## config.mk

```make
export PLATFORM = sky130hd
export DESIGN_NAME = trend_run_tracker_flat
export DESIGN_NICKNAME = d
export VERILOG_FILES = /design/src/rtl/trend_run_if.sv /design/src/rtl/trend_run_tracker.sv /design/src/flat_wrapper.sv
export SDC_FILE = /design/constraint.sdc
export NUM_CORES = 1
export LEC_CHECK = 0
export ABC_CLOCK_PERIOD_IN_PS = 3600
export CORE_MARGIN = 2
export CORE_UTILIZATION = 35
export DETAILED_ROUTE_END_ITERATION = 12
export PLACE_DENSITY_LB_ADDON = 0.12
export SETUP_SLACK_MARGIN = 0.5
export SKIP_CTS_REPAIR_TIMING = 1
export SLEW_MARGIN = 20
export SYNTH_ARGS = -nofsm -noshare
export SYNTH_HDL_FRONTEND = slang
export SYNTH_SLANG_ARGS = --single-unit
export TNS_END_PERCENT = 10
```

## constraint.sdc

```tcl
create_clock -name clk -period 3.6 [get_ports clk]
set_input_delay 0.72 -clock clk [delete_from_list [all_inputs] [get_ports clk]]
set_output_delay 0.72 -clock clk [all_outputs]
set_load 0.005 [all_outputs]
```

## src/rtl/trend_run_if.sv

```systemverilog
// Run-length stream from trend_run_tracker to the trend-statistics consumer.
// Plain valid/ready: the head entry is held until run_valid & run_ready.
interface trend_run_if #(
  parameter int CNT_W = 8
);
  logic [CNT_W-1:0] run_len_out;
  logic             run_valid;
  logic             run_ready;

  modport master (output run_len_out, run_valid, input run_ready);
  modport slave  (input run_len_out, run_valid, output run_ready);
endinterface

```

## src/rtl/trend_run_tracker.sv

```systemverilog
// Measures runs of consecutive rising samples and queues lengths >= MIN_RUN.
// Entry visible one cycle after the terminating flag; drops and flags sticky when queue full.
module trend_run_tracker #(
  parameter int CNT_W      = 8,
  parameter int MIN_RUN    = 2,
  parameter int FIFO_DEPTH = 4
) (
  input  logic        clk,
  input  logic        rst_n,
  input  logic        en_in,
  input  logic        inc_in,
  output logic        run_active,
  output logic        drop_out,
  trend_run_if.master run_if
);

  localparam int AW = $clog2(FIFO_DEPTH);
  localparam int PW = AW + 1;

  localparam logic [0:0] IDLE = 1'b0;
  localparam logic [0:0] RUN  = 1'b1;

  localparam logic [CNT_W-1:0] CNT_MAX = '1;
  localparam logic [CNT_W-1:0] MIN_LEN = CNT_W'(MIN_RUN);

  logic [0:0]       state;
  logic [CNT_W-1:0] cnt;
  logic [PW-1:0]    wr_ptr;
  logic [PW-1:0]    rd_ptr;
  logic [CNT_W-1:0] mem [FIFO_DEPTH];

  logic full;
  logic empty;
  logic push;
  logic pop;
  logic accept;

  assign empty  = (wr_ptr == rd_ptr);
  assign full   = (wr_ptr[AW] != rd_ptr[AW]) && (wr_ptr[AW-1:0] == rd_ptr[AW-1:0]);
  assign push   = en_in && (state == RUN) && !inc_in && (cnt >= MIN_LEN);
  assign pop    = !empty && run_if.run_ready;
  // A pop in the same cycle frees the slot the push needs.
  assign accept = push && (!full || pop);

  always_ff @(posedge clk or negedge rst_n) begin
    if (!rst_n) begin
      state <= IDLE;
      cnt   <= '0;
    end else if (en_in) begin
      if (inc_in) begin
        state <= RUN;
        if (state == IDLE)
          cnt <= CNT_W'(1);
        else if (cnt != CNT_MAX)
          cnt <= cnt + CNT_W'(1);
      end else begin
        state <= IDLE;
        cnt   <= '0;
      end
    end
  end

  always_ff @(posedge clk or negedge rst_n) begin
    if (!rst_n) begin
      wr_ptr   <= '0;
      rd_ptr   <= '0;
      drop_out <= 1'b0;
    end else begin
      if (accept)
        wr_ptr <= wr_ptr + PW'(1);
      if (pop)
        rd_ptr <= rd_ptr + PW'(1);
      if (push && !accept)
        drop_out <= 1'b1;
    end
  end

  always_ff @(posedge clk) begin
    if (accept)
      mem[wr_ptr[AW-1:0]] <= cnt;
  end

  assign run_active         = (state == RUN);
  assign run_if.run_valid   = !empty;
  assign run_if.run_len_out = empty ? '0 : mem[rd_ptr[AW-1:0]];

endmodule

```

## src/flat_wrapper.sv

```systemverilog
// flat-port wrapper written by rule: the top's interface ports become plain ports
module trend_run_tracker_flat 
#(
  parameter int CNT_W      = 8,
  parameter int MIN_RUN    = 2,
  parameter int FIFO_DEPTH = 4
)
  (clk, rst_n, en_in, inc_in, run_active, drop_out, run_if_run_len_out, run_if_run_valid, run_if_run_ready);
  trend_run_if #(.CNT_W(CNT_W)) run_if_i ();
  input  logic clk;
  input  logic rst_n;
  input  logic en_in;
  input  logic inc_in;
  output logic run_active;
  output logic drop_out;
  output wire logic [$bits(run_if_i.run_len_out)-1:0] run_if_run_len_out;
  output wire logic [$bits(run_if_i.run_valid)-1:0] run_if_run_valid;
  input wire logic [$bits(run_if_i.run_ready)-1:0] run_if_run_ready;
  assign run_if_run_len_out = run_if_i.run_len_out;
  assign run_if_run_valid = run_if_i.run_valid;
  assign run_if_i.run_ready = run_if_run_ready;
  trend_run_tracker #(.CNT_W(CNT_W), .MIN_RUN(MIN_RUN), .FIFO_DEPTH(FIFO_DEPTH)) u_core (.clk(clk), .rst_n(rst_n), .en_in(en_in), .inc_in(inc_in), .run_active(run_active), .drop_out(drop_out), .run_if(run_if_i));
endmodule
```

==> flow_metrics.env <==
export IMPL_outcome="finished clean"
export IMPL_ctsRootBufferMaster="clkbuf_8"
export IMPL_tritoncts="yes"
export IMPL_gp_congestion=0.827
export IMPL_route_detailed_drc=0
export IMPL_p_clk_frac=0.187
export IMPL_final_layout_size_suffix_gt1_frac=0.158
export IMPL_path_max_fanout=11
export IMPL_final_cell_mix="edfxtp_1 (32), clkdlybuf4s50_1 (15), dfrtp_1 (15), and2_1 (10), nand2_1 (10)"
export IMPL_ys_warn_count=0
export IMPL_rows=28
export IMPL_synth_seq_cells=48
export IMPL_start_util=0.367
export IMPL_yosysUniqueCellTypes=40
export IMPL_hpwl_um=2600
export IMPL_powerDensity_nw_per_um2=639
export IMPL_yosysSeqAreaShare=0.620
export IMPL_n_fill_cell=533
export IMPL_regArea_um2=1360
export IMPL_syn_area_per_cell_um2=15.1
export IMPL_endpoint_kind="output pin"
export IMPL_grt_pass1_wl_um=6330
export IMPL_layout_commonest_cell="edfxtp_1"
export IMPL_drt_iter0_drc=83
export IMPL_swShare=0.288
export IMPL_via_count=1217
export IMPL_critPathLaunchType="flip-flop"
export IMPL_die_h_um=83.2
export IMPL_htreeDepth=2
export IMPL_drv_cap=0
export IMPL_clkLatencyLatePin_ns=0.29
export IMPL_tightestPinTransition_ns=0.773
export IMPL_synth_edf_count=32
export IMPL_multiInputGateArea_um2=783
export IMPL_worstPathRequired_ns=2.88
export IMPL_dieArea_um2=6920
export IMPL_firstDrtPassIters=4
export IMPL_grt_max_degree=17
export IMPL_power_leakage_uw=0.000875
export IMPL_seqPwrFrac=0.463
export IMPL_wl_per_cell_um=15.6
export IMPL_syn_nets=157
export IMPL_period_share=0.774
export IMPL_clock_path_buffers=2
export IMPL_cts_inserted_buffers=5
export IMPL_track_usage=0.116
export IMPL_routed_via_density=5.07
export IMPL_rsz0062_at_grt="no"
export IMPL_internal_power_uw=1140
export IMPL_grt_ovfl_total=0
export IMPL_arrival_ns=2.07
export IMPL_finalSetupViolCount=0
export IMPL_path_class="reg2out"
export IMPL_fin_skew_ns=0.00443
export IMPL_netlist_area_um2=2200
export IMPL_fmax_mhz=359
export IMPL_setup_tns_ns=0
export IMPL_clk_pin_slew_ns=0.08
export IMPL_p_comb_frac=0.350
export IMPL_grt_pass1_vias=1248
export IMPL_area_growth_pct=14.0
export IMPL_antenna_found_initial=0
export IMPL_holdWs_ns=0.460
export IMPL_period_needed_ns=2.79
export IMPL_wl_um=3750
export IMPL_io_buffers=15
export IMPL_power_switching_uw=460
export IMPL_async_flop_share=0.333
export IMPL_final_antenna_net_count=0
export IMPL_cts_sinks=48
export IMPL_ir_drop_v=0.000290
export IMPL_synth_ff_type="edfxtp_1"
export IMPL_final_nets=176
export IMPL_slew_headroom=0.483
export IMPL_core_region_area_um2=5990
export IMPL_final_max_slew_viol_count=0
export IMPL_die_x_um=83.2
export IMPL_syn_inst=145
export IMPL_io_pins=16
export IMPL_hp_class="reg2reg"
export IMPL_antenna_cells=0
export IMPL_final_hold_viol_count=0
==> final timing paths <==
kind / from / endpoint / slack (ns) / cells after the start
max: u_core.rd_ptr[1] / run_if_run_len_out[3] / 0.81 / 5
min: u_core.drop_out / u_core.drop_out / 0.46 / 1
max reg2reg: u_core.cnt[0] / u_core.mem[0][7] / 1.57 / 5
min reg2reg: u_core.drop_out / u_core.drop_out / 0.46 / 1
max in group asynchronous: rst_n / u_core.rd_ptr[0] / 2.19 / 1
min in group asynchronous: rst_n / u_core.rd_ptr[2] / 0.88 / 1
==> state kept, by name, summed over array words and instances, names as in the netlist <==
| register | count |
|---|---|
| u_core.wr_ptr | 3 |
| u_core.rd_ptr | 3 |
| u_core.cnt | 8 |
| u_core.run_active | 1 |
| u_core.drop_out | 1 |
| u_core.mem | 32 |
==> worst max-delay path, cell delays in order, from the launching register on <==
cell and delay [ns]:
dfrtp_1 0.56, xnor2_1 0.31, nand3b_1 0.13, buf_4 0.19
and2_1 0.14, clkdlybuf4s50_1 0.45
==> synthesized netlist by cell type, types with 2 or more instances <==
cell type	instances	area, um^2
o21ai_1	2	10.0
nor2_1	3	11.3
xnor2_1	5	43.8
and3_1	3	18.8
and2_1	10	62.6
nor4_2	2	25.0
mux4_2	8	180
mux2i_1	3	30.0
buf_2	2	10.0
nand3_1	6	30.0
ha_1	7	87.6
a21oi_1	5	25.0
o31ai_1	3	22.5
edfxtp_1	32	961
nand2_1	10	37.5
buf_6	2	22.5
inv_1	4	15.0
dfrtp_1	16	400
==> through the flow <==
| stage | util | area [um^2] | worst slack, ns | cells | total power, uW |
|---|---|---|---|---|---|
| after floorplan | - | 2200 | 1.69 | 145 | 1070 |
| after global placement | 0.402 | 2410 | 0.817 | 231 | 1300 |
| after detailed placement | 0.402 | 2410 | 0.766 | 231 | 1310 |
| after CTS | 0.416 | 2490 | 0.437 | 239 | 1610 |
| after global routing | 0.418 | 2500 | 0.639 | 240 | 1710 |
| final | 0.418 | 2500 | 0.813 | 240 | 1600 |
==> metal layers <==
| metal | up-vias | GRT usage | wire (um) |
|---|---|---|---|
| met1 | 610 | 0.139 | 1630 |
| met4 | 0 | 0.0268 | 31 |
| met2 | 20 | 0.212 | 1970 |
| li1 | 583 | - | - |
| met5 | - | 0 | 0 |
| met3 | 4 | 0.0239 | 117 |
==> power by group through the flow <==
stage / clock network, uW / registers, uW / logic, uW
global route: 331 / 758 / 622
finish: 299 / 740 / 560
detailed placement: 0 / 754 / 556
global placement: 0 / 750 / 546
floorplan: 0 / 689 / 378
CTS: 312 / 742 / 557
==> cell families after synthesis <==
family | after synthesis | synth area share
AND/OR/NAND/NOR | 43 | 0.117
multiplexers | 13 | 0.106
XOR/XNOR | 7 | 0.0313
AO/OA/AOI/OAI | 18 | 0.0627
flip-flops | 48 | 0.620
buffers and inverters | 9 | 0.0234
adder cells (fa/ha/maj) | 7 | 0.0399
==> layout make-up <==
cell class,count,share of cell area
clock buffers,6,0.0290
clock inverters,2,0.00450
flip-flops and latches,48,0.544
repair buffers,17,0.0660
multi-input cells,88,0.313
inverters,4,0.00600
well taps,75,0.0375
(Power assumes the default switching activity.)
==> RTL change 1 (config.mk and constraints unchanged) <==
`CNT_W` is set to 8 in 3 places; all go to 7.
--- a/src/rtl/trend_run_if.sv
+++ b/src/rtl/trend_run_if.sv
@@ -1,7 +1,7 @@
 // Run-length stream from trend_run_tracker to the trend-statistics consumer.
 // Plain valid/ready: the head entry is held until run_valid & run_ready.
 interface trend_run_if #(
-  parameter int CNT_W = 8
+  parameter int CNT_W = 7
 );
   logic [CNT_W-1:0] run_len_out;
   logic             run_valid;
--- a/src/rtl/trend_run_tracker.sv
+++ b/src/rtl/trend_run_tracker.sv
@@ -1,7 +1,7 @@
 // Measures runs of consecutive rising samples and queues lengths >= MIN_RUN.
 // Entry visible one cycle after the terminating flag; drops and flags sticky when queue full.
 module trend_run_tracker #(
-  parameter int CNT_W      = 8,
+  parameter int CNT_W      = 7,
   parameter int MIN_RUN    = 2,
   parameter int FIFO_DEPTH = 4
 ) (
--- a/src/flat_wrapper.sv
+++ b/src/flat_wrapper.sv
@@ -1,7 +1,7 @@
 // flat-port wrapper written by rule: the top's interface ports become plain ports
 module trend_run_tracker_flat 
 #(
-  parameter int CNT_W      = 8,
+  parameter int CNT_W      = 7,
   parameter int MIN_RUN    = 2,
   parameter int FIFO_DEPTH = 4
 )
Interface: changed (resized run_if_run_len_out); port bits go from 16 to 15. No check against the original RTL was run, so the function may have changed too.
==> RTL change 1 against the unedited design <==
- utilization grew 0.30 points
- hold slack better by 2.2 ps
- wire length fell by 10%
- sequential share of layout area shrank 1.6 points
- highest routed layer unchanged
- synthesized area shrank 11%
- worst setup slack lost 19 ps
- global-route usage increased by 0.87 points
- total power grew 0.19%
- clock power increased by 44%
- critical path type unchanged
- design area shrank 8.0%
- clock skew shrank 1.3 ps
- non-clock buffer count is 3 lower
- sequential cell count is 5 lower
==> RTL change 1: results (changes against the unedited design) <==
| Metric | Value |
|---|---|
| Delay-heaviest family, CP | flip-flops (was buffers and inverters) |
| Top cells by area, synth | edfxtp_1 43%, dfrtp_1 19%, mux4_2 5.7% (was edfxtp_1 44%, dfrtp_1 18%, mux4_2 8.2%) |
| Pin count of the biggest net entering global routing | 16 (was 17) |
| Setup Skew | 3.12 ps (was 4.43 ps) |
| Status | finished clean (unchanged) |
| Critical path arrival | 2090 ps (was 2070 ps) |
| DP Cell Count | 210 (was 231) |
| Post-synth EDFFs | 28 (was 32) |
| Commonest cells post-synth | 28 x edfxtp_1, 15 x dfrtp_1, 8 x and2_1, 8 x nand2_1, 7 x ha_1 (was 32 x edfxtp_1, 16 x dfrtp_1, 10 x and2_1, 10 x nand2_1, 8 x mux4_2) |
| M1 WL | 1510 um (was 1630 um) |
| Syn Inst Count | 127 (was 145) |
| Post-DP Area | 2170 sq um (was 2410 sq um) |
| Met2 routed WL | 1710 um (was 1970 um) |
| FF-to-FF End | u_core.mem[2][3] (was u_core.mem[0][7]) |
| Register area share after synthesis | 62.0% (about the same) |
| Wire per inst | 15.4 um (was 15.6 um) |
| Input/output buffers | 14 (was 15) |
| P_leak | 0.000882 uW (was 0.000875 uW) |
| Routed wl met3 | 111 um (was 117 um) |
| FFs w/ async S/R, synth | 34.9% (was 33.3%) |
| Synth cell types | 39 (was 40) |
| Max reg flops | 28 (was 32) |
| Primary FF master, synth | edfxtp_1 (unchanged) |
| Synth Area in Compound Gates | 5.86% (was 6.27%) |
| Max VDD drop | 0.246 mV (was 0.290 mV) |
| DR vias/cell | 4.84 (was 5.07) |
| GP Congestion | 0.763 (was 0.827) |
| Mux cell area share after synthesis | 9.75% (was 10.6%) |
| R2R Setup Slk | 1670 ps (was 1570 ps) |
| Global-route usage over all layers | 12.5% (was 11.6%) |
| Global-route wire length before repair | 5770 um (was 6330 um) |
| Critical path's slowest cell | dfrtp_1 (unchanged) |
| Ratio of cells with drive above 1 in the final layout | 17.1% (was 15.8%) |
| Mapped Nets | 139 (was 157) |
| Hpwl dp | 2340 um (was 2600 um) |
| Synth Area in Adders | 4.46% (was 3.99%) |
| Final WL | 3360 um (was 3750 um) |
| Starting DRC count in detailed routing | 31 (was 83) |
| Hold path cells | 1 (unchanged) |
| Fillers | 527 (was 533) |
| Crit path max fanout | 10 (was 11) |
==> RTL change 1: cell types whose count changed in the layout (fill, tap and decap cells not counted), sizes merged, moves of 3 or more <==
cell    before  now
mux2i        3    0
a21oi        5    2
edfxtp      32   28
o21ai        3    7
==> RTL change 1: worst reg2reg max path, cell delays in order, from the launching register on <==
cell and delay [ps]:
dfrtp_1 490, inv_1 100, ha_1 170, nor4_2 60, a211oi_4 330, and3_1 450
==> RTL change 1: power by group through the flow <==
stage	Sequential, uW	Combinational (uW)	Clock, uW
after CTS	669	517	448
after floorplan	618	365	0
after global placement	676	510	0
final	664	507	431
after global routing	678	569	470
after detailed placement	679	515	0
==> RTL change 1: final cells by class <==
type                    count  area share, %
clock buffers               6           3.15
clock inverters             2           2.61
inverters                   4          0.652
multi-input cells          77           30.7
flip-flops and latches     43           52.9
well taps                  72           3.91
repair buffers             14           6.08
==> RTL change 1: worst max-delay path by stage <==
stage | from | to | slack (ps) | cells past startpoint
after floorplan | u_core.rd_ptr[0] | run_if_run_len_out[2] | 1650 | 3
after global placement | u_core.rd_ptr[0] | run_if_run_len_out[6] | 920 | 3
after detailed placement | u_core.rd_ptr[0] | run_if_run_len_out[6] | 910 | 3
after CTS | u_core.rd_ptr[0] | run_if_run_len_out[6] | 580 | 3
after global routing | u_core.rd_ptr[1] | run_if_run_len_out[1] | 590 | 4
final | u_core.rd_ptr[1] | run_if_run_len_out[1] | 790 | 4
==> RTL change 1: logic make-up after synthesis <==
kind of cell / Yosys count
buf+inv: 7
fa+ha+maj: 7
mux: 9
xor+xnor: 7
simple gates: 38
flops: 43
compound gates: 16
==> RTL change 1: stage by stage <==
stage	power, uW	utilization, %	hold WS [ps]	setup WS, ps
2_1_floorplan	983	-	424	1650
3_3_place_gp	1190	39.6	444	918
3_5_place_dp	1190	39.6	445	910
4_1_cts	1630	42.1	468	578
5_1_grt	1720	42.1	505	591
6_report	1600	42.1	463	794
==> RTL change 1: per-layer routing <==
| layer | global-route usage, % | up-vias |
|---|---|---|
| met1 | 15.2 | 518 |
| met2 | 21.0 | 18 |
| met3 | 3.75 | 5 |
| met5 | 0 | - |
| met4 | 4.31 | 0 |
| li1 | - | 515 |
==> RTL change 2 (same flow settings) <==
Made on the original files. Make the reset (`rst_n`) synchronous in 2 clocked blocks.
--- a/src/rtl/trend_run_tracker.sv
+++ b/src/rtl/trend_run_tracker.sv
@@ -42,7 +42,7 @@
   // A pop in the same cycle frees the slot the push needs.
   assign accept = push && (!full || pop);
 
-  always_ff @(posedge clk or negedge rst_n) begin
+  always_ff @(posedge clk) begin
     if (!rst_n) begin
       state <= IDLE;
       cnt   <= '0;
@@ -60,7 +60,7 @@
     end
   end
 
-  always_ff @(posedge clk or negedge rst_n) begin
+  always_ff @(posedge clk) begin
     if (!rst_n) begin
       wr_ptr   <= '0;
       rd_ptr   <= '0;
Function: differs if rst_n is asserted again (counterexample within 4 cycles, from zero or initial values and one cycle with rst_n low); with rst_n held inactive, the same outputs for 10 cycles.
==> RTL change 2 against the unedited design <==
- clock skew rose by 8.0 ps
- global-route usage rose by 0.84 points
- worst setup slack got worse by 95 ps
- wire length rose by 4.8%
- design area rose by 0.55%
- synthesized cell count rose by 10%
- synthesized area fell by 0.17%
- critical path type unchanged
- sequential cell count rose by 2
Power is not compared: it rests on default switching activity, and its combinational part moved more than twofold at a synthesized area within 25%.
==> RTL change 2: results (changes against the unedited design) <==
| Metric | Value |
|---|---|
| Final Cycle Share | 80.1% (was 77.4%) |
| Starting DRC count in detailed routing | 92 (was 83) |
| Setup Skew | 12.5 ps (was 4.43 ps) |
| Pin count of the biggest net entering global routing | 16 (was 17) |
| Critical path arrival | 2160 ps (was 2070 ps) |
| Worst r2r src | u_core.cnt[0] (unchanged) |
| Setup slack at placement | 743 ps (was 766 ps) |
| Commonest cells post-synth | 32 x edfxtp_1, 18 x dfxtp_1, 15 x nand2_1 (was 32 x edfxtp_1, 16 x dfrtp_1, 10 x and2_1, 10 x nand2_1, 8 x mux4_2) |
| FF-to-FF End | u_core.mem[0][2] (was u_core.mem[0][7]) |
| Crit path max fanout | 8 (was 11) |
| DR vias/cell | 5.05 (was 5.07) |
| Final WL | 3930 um (was 3750 um) |
| Nets | 189 (was 176) |
| Wire per inst | 15.5 um (was 15.6 um) |
| Syn Inst Count | 160 (was 145) |
| R2R Setup Slk | 1350 ps (was 1570 ps) |
| Post-DP Area | 2410 sq um (about the same) |
| Worst-path clk slew | 100 ps (was 80 ps) |
| Vias in the first global route | 1281 (was 1248) |
| Mapped Nets | 172 (was 157) |
| Reg2Reg Depth | 6 (was 5) |
| Status | finished clean (unchanged) |
| Worst path max stage delay | 680 ps (was 560 ps) |
| Global-route wire length before repair | 6620 um (was 6330 um) |
| DP Cell Count | 245 (was 231) |
| GP Congestion | 0.797 (was 0.827) |
| Top cells by area, synth | edfxtp_1 44%, dfxtp_1 16%, mux4_2 8.2% (was edfxtp_1 44%, dfrtp_1 18%, mux4_2 8.2%) |
==> RTL change 2: layout make-up <==
cell class                      instances  area (sq um)
Clock buffer                            7          97.6
Clock inverter                          1          7.51
Fill cell                             533          3470
Inverter                                7          26.3
Multi-Input combinational cell         98           821
Sequential cell                        50          1320
Tap cell                               75          93.8
Timing Repair Buffer                   15           150
==> RTL change 2: worst max-delay path, delay by kind of cell, from the launching register on <==
family	cells	cell delay, ps
buf+inv	1	460
flops	1	680
mux	1	580
simple gates	1	150
==> RTL change 2: metal layers <==
metal,wire [um],share of wire (%),up-vias,global-route usage (%)
li1,-,-,625,-
met1,1870,48,632,15.9
met2,1940,49,19,20.5
met3,90,2.3,2,3.08
met4,28,0.71,0,4.47
met5,0,0,-,0
==> RTL change 2: report_power, final <==
group          total, uW  internal, uW  switching (uW)
combinational       19.2          8.50            10.7
sequential           607           604            3.31
clock                361           180             182
==> RTL change 2: worst min path at each step <==
| stage | startpoint | to | slack, ps |
|---|---|---|---|
| finish | u_core.drop_out | u_core.drop_out | 480 |
| global route | u_core.drop_out | u_core.drop_out | 500 |
| CTS | u_core.drop_out | u_core.drop_out | 480 |
| detailed placement | u_core.drop_out | u_core.drop_out | 460 |
| global placement | u_core.drop_out | u_core.drop_out | 450 |
| floorplan | u_core.drop_out | u_core.drop_out | 460 |
==> RTL change 2: cells by family after synthesis <==
family / synth area share (%)
adder cells (fa/ha/maj): 4.00
AND/OR/NAND/NOR: 13.5
multiplexers: 10.0
XOR/XNOR: 2.80
flip-flops: 60.3
AO/OA/AOI/OAI: 6.91
buffers and inverters: 2.51
